$ cat config.mk
export PLATFORM = sky130hd
export DESIGN_NAME = ysyx_22050019_axi_arbiter
export DESIGN_NICKNAME = d
export VERILOG_FILES = /design/src/rtl/ysyx_22050019_axi_arbiter_pkg.sv /design/src/rtl/ysyx_22050019_axi_arbiter.sv
export SDC_FILE = /design/constraint.sdc
export NUM_CORES = 1
export LEC_CHECK = 0
export CAP_MARGIN = 20
export CORE_AREA = 2 2 238 240
export CTS_CLUSTER_DIAMETER = 200
export CTS_CLUSTER_SIZE = 30
export DETAILED_ROUTE_END_ITERATION = 12
export DIE_AREA = 0 0 240 242
export SYNTH_ARGS = -nofsm -noshare
export SYNTH_HDL_FRONTEND = slang
export SYNTH_SLANG_ARGS = --single-unit
$ cat constraint.sdc
create_clock -name clk -period 5.6 [get_ports clk]
set_clock_uncertainty 0.15 [all_clocks]
set_input_delay 1.12 -clock clk [delete_from_list [all_inputs] [get_ports clk]]
set_output_delay 1.12 -clock clk [all_outputs]
set_load 0.02 [all_outputs]
$ cat src/rtl/ysyx_22050019_axi_arbiter_pkg.sv
// Shared definitions for the IFU/LSU to SRAM AXI arbiter: read-grant state
// encoding, AXI response codes and default bus widths.
package ysyx_22050019_axi_arbiter_pkg;

   localparam int DEF_DATA_WIDTH = 64;
   localparam int DEF_ADDR_WIDTH = 32;

   localparam logic [1:0] RESP_OKAY   = 2'b00;
   localparam logic [1:0] RESP_EXOKAY = 2'b01;
   localparam logic [1:0] RESP_SLVERR = 2'b10;
   localparam logic [1:0] RESP_DECERR = 2'b11;

   // Which master currently owns the shared read channel.
   typedef enum logic [1:0] {
      R_IDLE = 2'b00,
      R_M0   = 2'b01,
      R_M1   = 2'b10
   } rd_state_e;

endpackage

$ cat src/rtl/ysyx_22050019_axi_arbiter.sv
// Two-master AXI arbiter: IFU (m0, read only) and LSU (m1, read/write) share
// one AXI master port towards the SRAM slave. Reads are granted a whole burst
// at a time with the LSU taking priority; the LSU write path is a gated
// pass-through allowing a single outstanding write, and an LSU read is held
// off until any pending or announced write has completed.
module ysyx_22050019_axi_arbiter
   import ysyx_22050019_axi_arbiter_pkg::*;
#(
   parameter int AXI_DATA_WIDTH = DEF_DATA_WIDTH,
   parameter int AXI_ADDR_WIDTH = DEF_ADDR_WIDTH
) (
   input  logic                          clk,
   input  logic                          rst,
   // IFU read
   input  logic                          m0_ar_valid,
   input  logic [AXI_ADDR_WIDTH-1:0]     m0_ar_addr,
   input  logic [2:0]                    m0_ar_prot,
   input  logic [7:0]                    m0_ar_len,
   input  logic [2:0]                    m0_ar_size,
   input  logic [1:0]                    m0_ar_burst,
   output logic                          m0_ar_ready,
   output logic                          m0_r_valid,
   output logic [1:0]                    m0_r_resp,
   output logic [AXI_DATA_WIDTH-1:0]     m0_r_data,
   output logic                          m0_r_last,
   input  logic                          m0_r_ready,
   // LSU read
   input  logic                          m1_ar_valid,
   input  logic [AXI_ADDR_WIDTH-1:0]     m1_ar_addr,
   input  logic [2:0]                    m1_ar_prot,
   input  logic [7:0]                    m1_ar_len,
   input  logic [2:0]                    m1_ar_size,
   input  logic [1:0]                    m1_ar_burst,
   output logic                          m1_ar_ready,
   output logic                          m1_r_valid,
   output logic [1:0]                    m1_r_resp,
   output logic [AXI_DATA_WIDTH-1:0]     m1_r_data,
   output logic                          m1_r_last,
   input  logic                          m1_r_ready,
   // LSU write
   input  logic                          m1_aw_valid,
   input  logic [AXI_ADDR_WIDTH-1:0]     m1_aw_addr,
   input  logic [2:0]                    m1_aw_prot,
   input  logic [7:0]                    m1_aw_len,
   input  logic [2:0]                    m1_aw_size,
   input  logic [1:0]                    m1_aw_burst,
   output logic                          m1_aw_ready,
   input  logic                          m1_w_valid,
   input  logic [AXI_DATA_WIDTH-1:0]     m1_w_data,
   input  logic [AXI_DATA_WIDTH/8-1:0]   m1_w_strb,
   input  logic                          m1_w_last,
   output logic                          m1_w_ready,
   output logic                          m1_b_valid,
   output logic [1:0]                    m1_b_resp,
   input  logic                          m1_b_ready,
   // shared port to the SRAM slave
   output logic                          s_ar_valid,
   output logic [AXI_ADDR_WIDTH-1:0]     s_ar_addr,
   output logic [2:0]                    s_ar_prot,
   output logic [7:0]                    s_ar_len,
   output logic [2:0]                    s_ar_size,
   output logic [1:0]                    s_ar_burst,
   input  logic                          s_ar_ready,
   input  logic                          s_r_valid,
   input  logic [1:0]                    s_r_resp,
   input  logic [AXI_DATA_WIDTH-1:0]     s_r_data,
   input  logic                          s_r_last,
   output logic                          s_r_ready,
   output logic                          s_aw_valid,
   output logic [AXI_ADDR_WIDTH-1:0]     s_aw_addr,
   output logic [2:0]                    s_aw_prot,
   output logic [7:0]                    s_aw_len,
   output logic [2:0]                    s_aw_size,
   output logic [1:0]                    s_aw_burst,
   input  logic                          s_aw_ready,
   output logic                          s_w_valid,
   output logic [AXI_DATA_WIDTH-1:0]     s_w_data,
   output logic [AXI_DATA_WIDTH/8-1:0]   s_w_strb,
   output logic                          s_w_last,
   input  logic                          s_w_ready,
   input  logic                          s_b_valid,
   input  logic [1:0]                    s_b_resp,
   output logic                          s_b_ready
);

   rd_state_e state_q;
   logic      ar_done_q;
   logic      wr_busy_q;

   logic ar_hs;
   logic rd_end;
   logic aw_hs;
   logic b_hs;
   logic aw_go;
   logic w_go;

   assign ar_hs  = s_ar_valid & s_ar_ready;
   assign rd_end = s_r_valid & s_r_ready & s_r_last;
   assign aw_hs  = s_aw_valid & s_aw_ready;
   assign b_hs   = s_b_valid & s_b_ready;

   // Read-grant FSM: LSU wins ties but must wait for any announced or
   // outstanding write; a grant lasts until the last beat is accepted.
   always_ff @(posedge clk) begin
      if (rst) begin
         state_q   <= R_IDLE;
         ar_done_q <= 1'b0;
      end else begin
         case (state_q)
            R_IDLE: begin
               ar_done_q <= 1'b0;
               if (m1_ar_valid && !wr_busy_q && !m1_aw_valid) begin
                  state_q <= R_M1;
               end else if (m0_ar_valid) begin
                  state_q <= R_M0;
               end
            end
            R_M0, R_M1: begin
               if (rd_end) begin
                  state_q   <= R_IDLE;
                  ar_done_q <= 1'b0;
               end else if (ar_hs) begin
                  ar_done_q <= 1'b1;
               end
            end
            default: begin
               state_q   <= R_IDLE;
               ar_done_q <= 1'b0;
            end
         endcase
      end
   end

   // One outstanding write: busy from AW acceptance until the response
   // handshake; a new AW in the same cycle as a B keeps it busy.
   always_ff @(posedge clk) begin
      if (rst) begin
         wr_busy_q <= 1'b0;
      end else if (aw_hs) begin
         wr_busy_q <= 1'b1;
      end else if (b_hs) begin
         wr_busy_q <= 1'b0;
      end
   end

   // Read channel mux: the granted master sees the slave, the other sees
   // nothing; only one AR is let through per grant.
   always_comb begin
      s_ar_valid  = 1'b0;
      s_ar_addr   = '0;
      s_ar_prot   = '0;
      s_ar_len    = '0;
      s_ar_size   = '0;
      s_ar_burst  = '0;
      m0_ar_ready = 1'b0;
      m1_ar_ready = 1'b0;
      m0_r_valid  = 1'b0;
      m1_r_valid  = 1'b0;
      s_r_ready   = 1'b0;
      m0_r_resp   = s_r_resp;
      m0_r_data   = s_r_data;
      m0_r_last   = s_r_last;
      m1_r_resp   = s_r_resp;
      m1_r_data   = s_r_data;
      m1_r_last   = s_r_last;
      if (!rst) begin
         case (state_q)
            R_M0: begin
               s_ar_valid  = m0_ar_valid & ~ar_done_q;
               s_ar_addr   = m0_ar_addr;
               s_ar_prot   = m0_ar_prot;
               s_ar_len    = m0_ar_len;
               s_ar_size   = m0_ar_size;
               s_ar_burst  = m0_ar_burst;
               m0_ar_ready = s_ar_ready & ~ar_done_q;
               m0_r_valid  = s_r_valid;
               s_r_ready   = m0_r_ready;
            end
            R_M1: begin
               s_ar_valid  = m1_ar_valid & ~ar_done_q;
               s_ar_addr   = m1_ar_addr;
               s_ar_prot   = m1_ar_prot;
               s_ar_len    = m1_ar_len;
               s_ar_size   = m1_ar_size;
               s_ar_burst  = m1_ar_burst;
               m1_ar_ready = s_ar_ready & ~ar_done_q;
               m1_r_valid  = s_r_valid;
               s_r_ready   = m1_r_ready;
            end
            default: ;
         endcase
      end
   end

   // A new write may start only when none is outstanding and the LSU does not
   // own the read channel; W follows its AW, or flows freely once AW is in.
   assign aw_go = m1_aw_valid & ~wr_busy_q & (state_q != R_M1) & ~rst;
   assign w_go  = (wr_busy_q | aw_go) & ~rst;

   assign s_aw_valid  = aw_go;
   assign s_aw_addr   = m1_aw_addr;
   assign s_aw_prot   = m1_aw_prot;
   assign s_aw_len    = m1_aw_len;
   assign s_aw_size   = m1_aw_size;
   assign s_aw_burst  = m1_aw_burst;
   assign m1_aw_ready = s_aw_ready & aw_go;

   assign s_w_valid   = m1_w_valid & w_go;
   assign s_w_data    = m1_w_data;
   assign s_w_strb    = m1_w_strb;
   assign s_w_last    = m1_w_last;
   assign m1_w_ready  = s_w_ready & w_go;

   // Responses are forwarded as-is, even one arriving with no write pending.
   assign m1_b_valid  = s_b_valid & ~rst;
   assign m1_b_resp   = s_b_resp;
   assign s_b_ready   = m1_b_ready & ~rst;

endmodule

After elaboration in Yosys (flattened, before gate mapping)
Cells that the tools add are included.
- register bits after elaboration: 4
- bits of input ports: 300
- output and inout bits: 317
- logic and storage cells: 66
- eq/ne operators: 5
- muxes and demuxes: 28
- bitwise logic cells: 21
- reduce and logical (&&, ||, !) cells: 9
- operators by type and width (cell ; number):
    $pmux 32 s2 ; 1
    $mux 32 ; 1
    $and 1x1->1 ; 16
    $pmux 8 s2 ; 1
    $mux 1 ; 12
    $pmux 3 s2 ; 2
    $mux 2 ; 4
    $mux 8 ; 1
    $pmux 2 s2 ; 2
    $mux 3 ; 2
    $ne 2x2->1 const B ; 2
    $not 1->1 ; 4
    $pmux 1 s2 ; 2
    $ne 3x3->1 const B ; 1
    $reduce_or 3->1 ; 1
    $eq 2x1->1 const B ; 1
    $eq 2x2->1 const B ; 1
    $logic_and 1x1->1 ; 2
    $logic_not 1->1 ; 2
    $logic_not 2->1 ; 1
    $reduce_and 2->1 ; 1
    $reduce_bool 2->1 ; 1
    $reduce_or 2->1 ; 1
    $or 1x1->1 ; 1

Depth between registers and ports, before layout
- word-level depth: 7
- gate-level depth with buffers: 7
- depth with buffers taken out: 5

Least setup slack after synthesis
OpenSTA, ideal clock, no wires.
- path type: input-to-output
- start point: input rst
- end point: output m1_aw_ready
- data arrival time: 2.053 ns
- required time: 4.330 ns
- setup slack: 2.277 ns
- cell stages on the path: 2
- path buffers: 1
- path through: clkbuf_1 > nor4b_1
- longest elaborated chain between the ends: 3
- ends and longest elaborated chain (what ; line ; text):
    start: declaration ; ysyx_22050019_axi_arbiter.sv:13 ; input logic rst,
    $not 1->1 ; ysyx_22050019_axi_arbiter.sv:197 ; assign aw_go = m1_aw_valid & ~wr_busy_q & (state_q != R_M1) & ~rst;
    $and 1x1->1 ; ysyx_22050019_axi_arbiter.sv:197 ;
    $and 1x1->1 ; ysyx_22050019_axi_arbiter.sv:206 ; assign m1_aw_ready = s_aw_ready & aw_go;
    end: declaration ; ysyx_22050019_axi_arbiter.sv:47 ; output logic m1_aw_ready,
Every way passes these cells.

Worst setup path after layout
- start point: input rst
- end point: output s_ar_addr[6]
- longest elaborated chain between the ends: 1
- ends and longest elaborated chain (what ; line ; text):
    $mux 32 ; ysyx_22050019_axi_arbiter.sv:166 ; if (!rst) begin
    end: declaration ; ysyx_22050019_axi_arbiter.sv:58 ; output logic [AXI_ADDR_WIDTH-1:0] s_ar_addr,
Every way passes these cells.

==> out/summary.log <==
INFO  outcome        outcome=complete, no violations
INFO  detailed_routing drc_errors=0
INFO  clock_tree     worstSkewPairLatency=230ps
INFO  setup_path     critPathKind=input port to output port
INFO  synthesis      synth.cell_area=2968um^2
INFO  setup_path     cp_data_arrival_time=3300ps
INFO  grt            grt_antenna_before_repair=3
INFO  synthesis      mappedNetlistNets=728
INFO  setup_path     crit_path_max_incr_delay=740ps
INFO  power          p_clk_share=24.7%
INFO  floorplan      num_io_pins=617
INFO  setup_path     crit_path_max_fanout=22
INFO  synthesis      post_synth_main_area_contributors=sky130_fd_sc_hd__buf_4 (65%), sky130_fd_sc_hd__a22oi_1 (12%), sky130_fd_sc_hd__nor2_1 (6.6%)
INFO  clock_tree     cts.reportedPaths.clkPinSlew=30ps
INFO  detailed_routing drt_iter0_drc=80
INFO  synthesis      yosysTopAreaCell=sky130_fd_sc_hd__buf_4
INFO  cells_and_area filler_cell_count=6639
INFO  placement      port_buffers=172
INFO  sta            clock.fmax=218.9MHz
INFO  sta            rsz0062_at_grt=no
INFO  power          fraction_of_power_spent_switching_nets=41.28%
INFO  sta            hold_violation_count_in_the_final_report=0
INFO  clock_tree     tritoncts_num_sinks=4
INFO  power          p_sw=0.1915mW
INFO  setup_path     worst-endpoint-required=4330ps
INFO  clock_tree     cts.hold.buffers_added=0
INFO  sta            hold_slack=437.5ps
INFO  synthesis      library_cells_used_by_synthesis=31
INFO  synthesis      postSynthRegisterBits=4
INFO  setup_path     crit_path_frequent_cell=sky130_fd_sc_hd__clkdlybuf4s50_1
INFO  synthesis      post_synth_and_or_nand_nor_area_fraction=11.34%
INFO  cells_and_area fin_area=3752um^2
INFO  synthesis      syn-instance-count=424
INFO  synthesis      synth.area.mux_share=0.3373%
INFO  cells_and_area final_util=6.733%
INFO  floorplan      die-width=240um
INFO  power          leakagePower=0.9643nW
INFO  synthesis      netlist.area_leader.share=65.26%
INFO  synthesis      synth_compound_gate_area_share=15.39%
INFO  clock_tree     post-cts-setup-buffers=0
INFO  detailed_routing routed_len_inst=17.94um
INFO  placement      hpwl=17470um
INFO  power          post-layout-total-power=0.4640mW
INFO  synthesis      synth_top_family_by_area=buffers and inverters
INFO  floorplan      floorplan.core_area=55730um^2
INFO  floorplan      design.die.area=58080um^2
INFO  sta            max_slew.worst_pin.slew=784.6ps
INFO  grt            number_of_global_route_vias_before_repair=2496
INFO  synthesis      synthAdderAreaFrac=1.686%
INFO  cells_and_area area.growth.synth_to_final=26.43%
INFO  cells_and_area layout_common_cells=sky130_fd_sc_hd__clkdlybuf4s50_1 (172), sky130_fd_sc_hd__nor2_1 (52), sky130_fd_sc_hd__a22oi_1 (48)
INFO  sta            finalCritPeriodShare=81.57%
INFO  floorplan      initial_utilization=5.325%
INFO  setup_path     worst-path-buf-inv=3
INFO  floorplan      row_count=87
INFO  setup_path     cp_cell_sequence=clkdlybuf4s50_1 -> nand2b_2 -> buf_4 -> nor2_1 -> clkdlybuf4s50_1
INFO  power          seqPwrFrac=7.6%
INFO  job            max_cap_violations=0
INFO  power          cell_internal_pwr=0.2725mW
INFO  worst_hold_path worst_hold_path_type=register to register
INFO  power          worst_voltage_drop_across_the_vdd_grid=0.06256mV
INFO  sta            setup-violations-final=0
INFO  synthesis      synth.avg_cell_area=7.000um^2
INFO  placement      gp_congestion=0.6924
INFO  synthesis      synth.yosys.seq_area_share=2.698%
INFO  cells_and_area drive_gt1_share=3.670%
INFO  grt            groute.usage.overall=6.000%
INFO  detailed_routing final_routed_wirelength_across_all_metal_layers=19520um
INFO  detailed_routing antenna_left=0
INFO  sta            finalWorstPathRequiredPeriod=4568ps
INFO  clock_tree     cts_resized=0
INFO  floorplan      chipHeight=242um
INFO  setup_path     worst_path_dominant_cell_family=buffers and inverters
INFO  detailed_routing vias=2375
INFO  cells_and_area layout.cells.most_common=sky130_fd_sc_hd__clkdlybuf4s50_1
INFO  sta            maxSlewHeadroom=47.70%
INFO  placement      postPlaceCellArea=3665um^2
INFO  clock_tree     htree_num_levels=1
INFO  synthesis      synthesis.yosys.warnings=0
INFO  sta            slew_violations=0
INFO  setup_path     critPathLaunchType=input port
INFO  synthesis      synth-xor-area-share=0%
INFO  power          power.density=123.7nW/um^2
INFO  sta            final.setup.tns=0ps
INFO  detailed_routing post_drt_via_cell_ratio=2.183
INFO  setup_path     setup.worst_path.end_class=output port
INFO  grt            largest_net_degree_at_the_start_of_global_routing=31
INFO  grt            grt_first_pass_wirelength=22670um
INFO  cells_and_area finalNetCount=633
INFO  clock_tree     max_root_sink_buffers=2
INFO  power          combPwrFrac=67.7%
INFO  clock_tree     clock_tree_from_tritoncts=done
INFO  detailed_routing number_of_search_and_repair_iterations_in_the_first_detailed_routing_pass=6
INFO  clock_tree     numCtsBuffers=3
INFO  setup_path     critical-path-slowest-cell=sky130_fd_sc_hd__clkdlybuf4s50_1
INFO  clock_tree     cts.root.buffer_cell=sky130_fd_sc_hd__clkbuf_16
INFO  grt            grt_overflow_total=0
## cells in the mapped netlist
cell / count
sky130_fd_sc_hd__buf_4: 258
sky130_fd_sc_hd__nor2_1: 52
sky130_fd_sc_hd__a22oi_1: 48
sky130_fd_sc_hd__clkbuf_1: 14
sky130_fd_sc_hd__inv_1: 7
sky130_fd_sc_hd__dfxtp_1: 4
sky130_fd_sc_hd__ha_1: 4
sky130_fd_sc_hd__nand2b_1: 4
sky130_fd_sc_hd__buf_2: 3
sky130_fd_sc_hd__nor2b_1: 3
sky130_fd_sc_hd__a21oi_1: 2
sky130_fd_sc_hd__and2_1: 2
sky130_fd_sc_hd__and3_1: 2
sky130_fd_sc_hd__and3b_1: 2
sky130_fd_sc_hd__nor3_1: 2
sky130_fd_sc_hd__o21ai_0: 2
sky130_fd_sc_hd__a221oi_2: 1
sky130_fd_sc_hd__a22oi_4: 1
sky130_fd_sc_hd__a311oi_1: 1
sky130_fd_sc_hd__a31oi_1: 1
sky130_fd_sc_hd__buf_1: 1
sky130_fd_sc_hd__mux2i_1: 1
sky130_fd_sc_hd__nand2_1: 1
sky130_fd_sc_hd__nor3b_1: 1
sky130_fd_sc_hd__nor4_1: 1
sky130_fd_sc_hd__nor4b_1: 1
sky130_fd_sc_hd__o21a_1: 1
sky130_fd_sc_hd__o32ai_1: 1
sky130_fd_sc_hd__o41ai_1: 1
sky130_fd_sc_hd__or3b_1: 1
sky130_fd_sc_hd__or4b_1: 1
## power by group through the flow
stage	sequential, mW	clock, mW	combinational (mW)
2_1_floorplan	0.0344	0	0.411
3_3_place_gp	0.0350	0	0.315
3_5_place_dp	0.0354	0	0.322
4_1_cts	0.0351	0.115	0.324
5_1_grt	0.0356	0.118	0.340
6_report	0.0351	0.115	0.314
## sequential cells by signal (all words and copies together), names as in the netlist
name / cells
ar_done_q: 1
state_q: 2
wr_busy_q: 1
## stage by stage
step,std cells,worst slack (ps)
2_1_floorplan,424,2277
3_3_place_gp,1080,1036
3_5_place_dp,1080,974.9
4_1_cts,1083,975.2
5_1_grt,1083,846.6
6_report,1088,1032
## worst reg2reg max path: stages (launching register included)
cell and delay [ps]:
sky130_fd_sc_hd__dfxtp_1 320, sky130_fd_sc_hd__inv_1 110, sky130_fd_sc_hd__ha_2 610, sky130_fd_sc_hd__buf_4 460, sky130_fd_sc_hd__a22oi_4 180, sky130_fd_sc_hd__or3b_1 430, sky130_fd_sc_hd__a221oi_2 230
## logic make-up after synthesis
group / after synthesis
AO/OA/AOI/OAI: 59
adder cells (fa/ha/maj): 4
buffers and inverters: 283
flip-flops: 4
multiplexers: 1
AND/OR/NAND/NOR: 73
## area by class of cell
type / count / area [um^2] / share of cell area [%]
diodes: 5 / 12.51 / 0.3334
clock buffers: 3 / 75.07 / 2.001
inverters: 7 / 26.28 / 0.7002
multi-input cells: 137 / 860.8 / 22.94
flip-flops and latches: 4 / 80.08 / 2.134
well taps: 756 / 945.9 / 25.21
repair buffers: 176 / 1752 / 46.68
## routing by layer
layer / wire length (um) / vias to the layer above / GRT usage [%]
li1: - / 942 / -
met1: 4295 / 925 / 3.438
met2: 8631 / 360 / 10.06
met3: 4844 / 146 / 6.176
met4: 1739 / 2 / 5.097
met5: 10 / - / 0
## worst paths after layout
kind                            startpoint      endpoint  slack [ps]  cells after the start
worst max-delay path                   rst  s_ar_addr[6]        1030                      5
worst min register to register  state_q[1]    state_q[1]         440                      2
worst max register to register  state_q[0]    state_q[0]        3030                      6
worst min-delay path            state_q[1]    state_q[1]         440                      2
No activity file was read; power rests on OpenSTA's default activity.
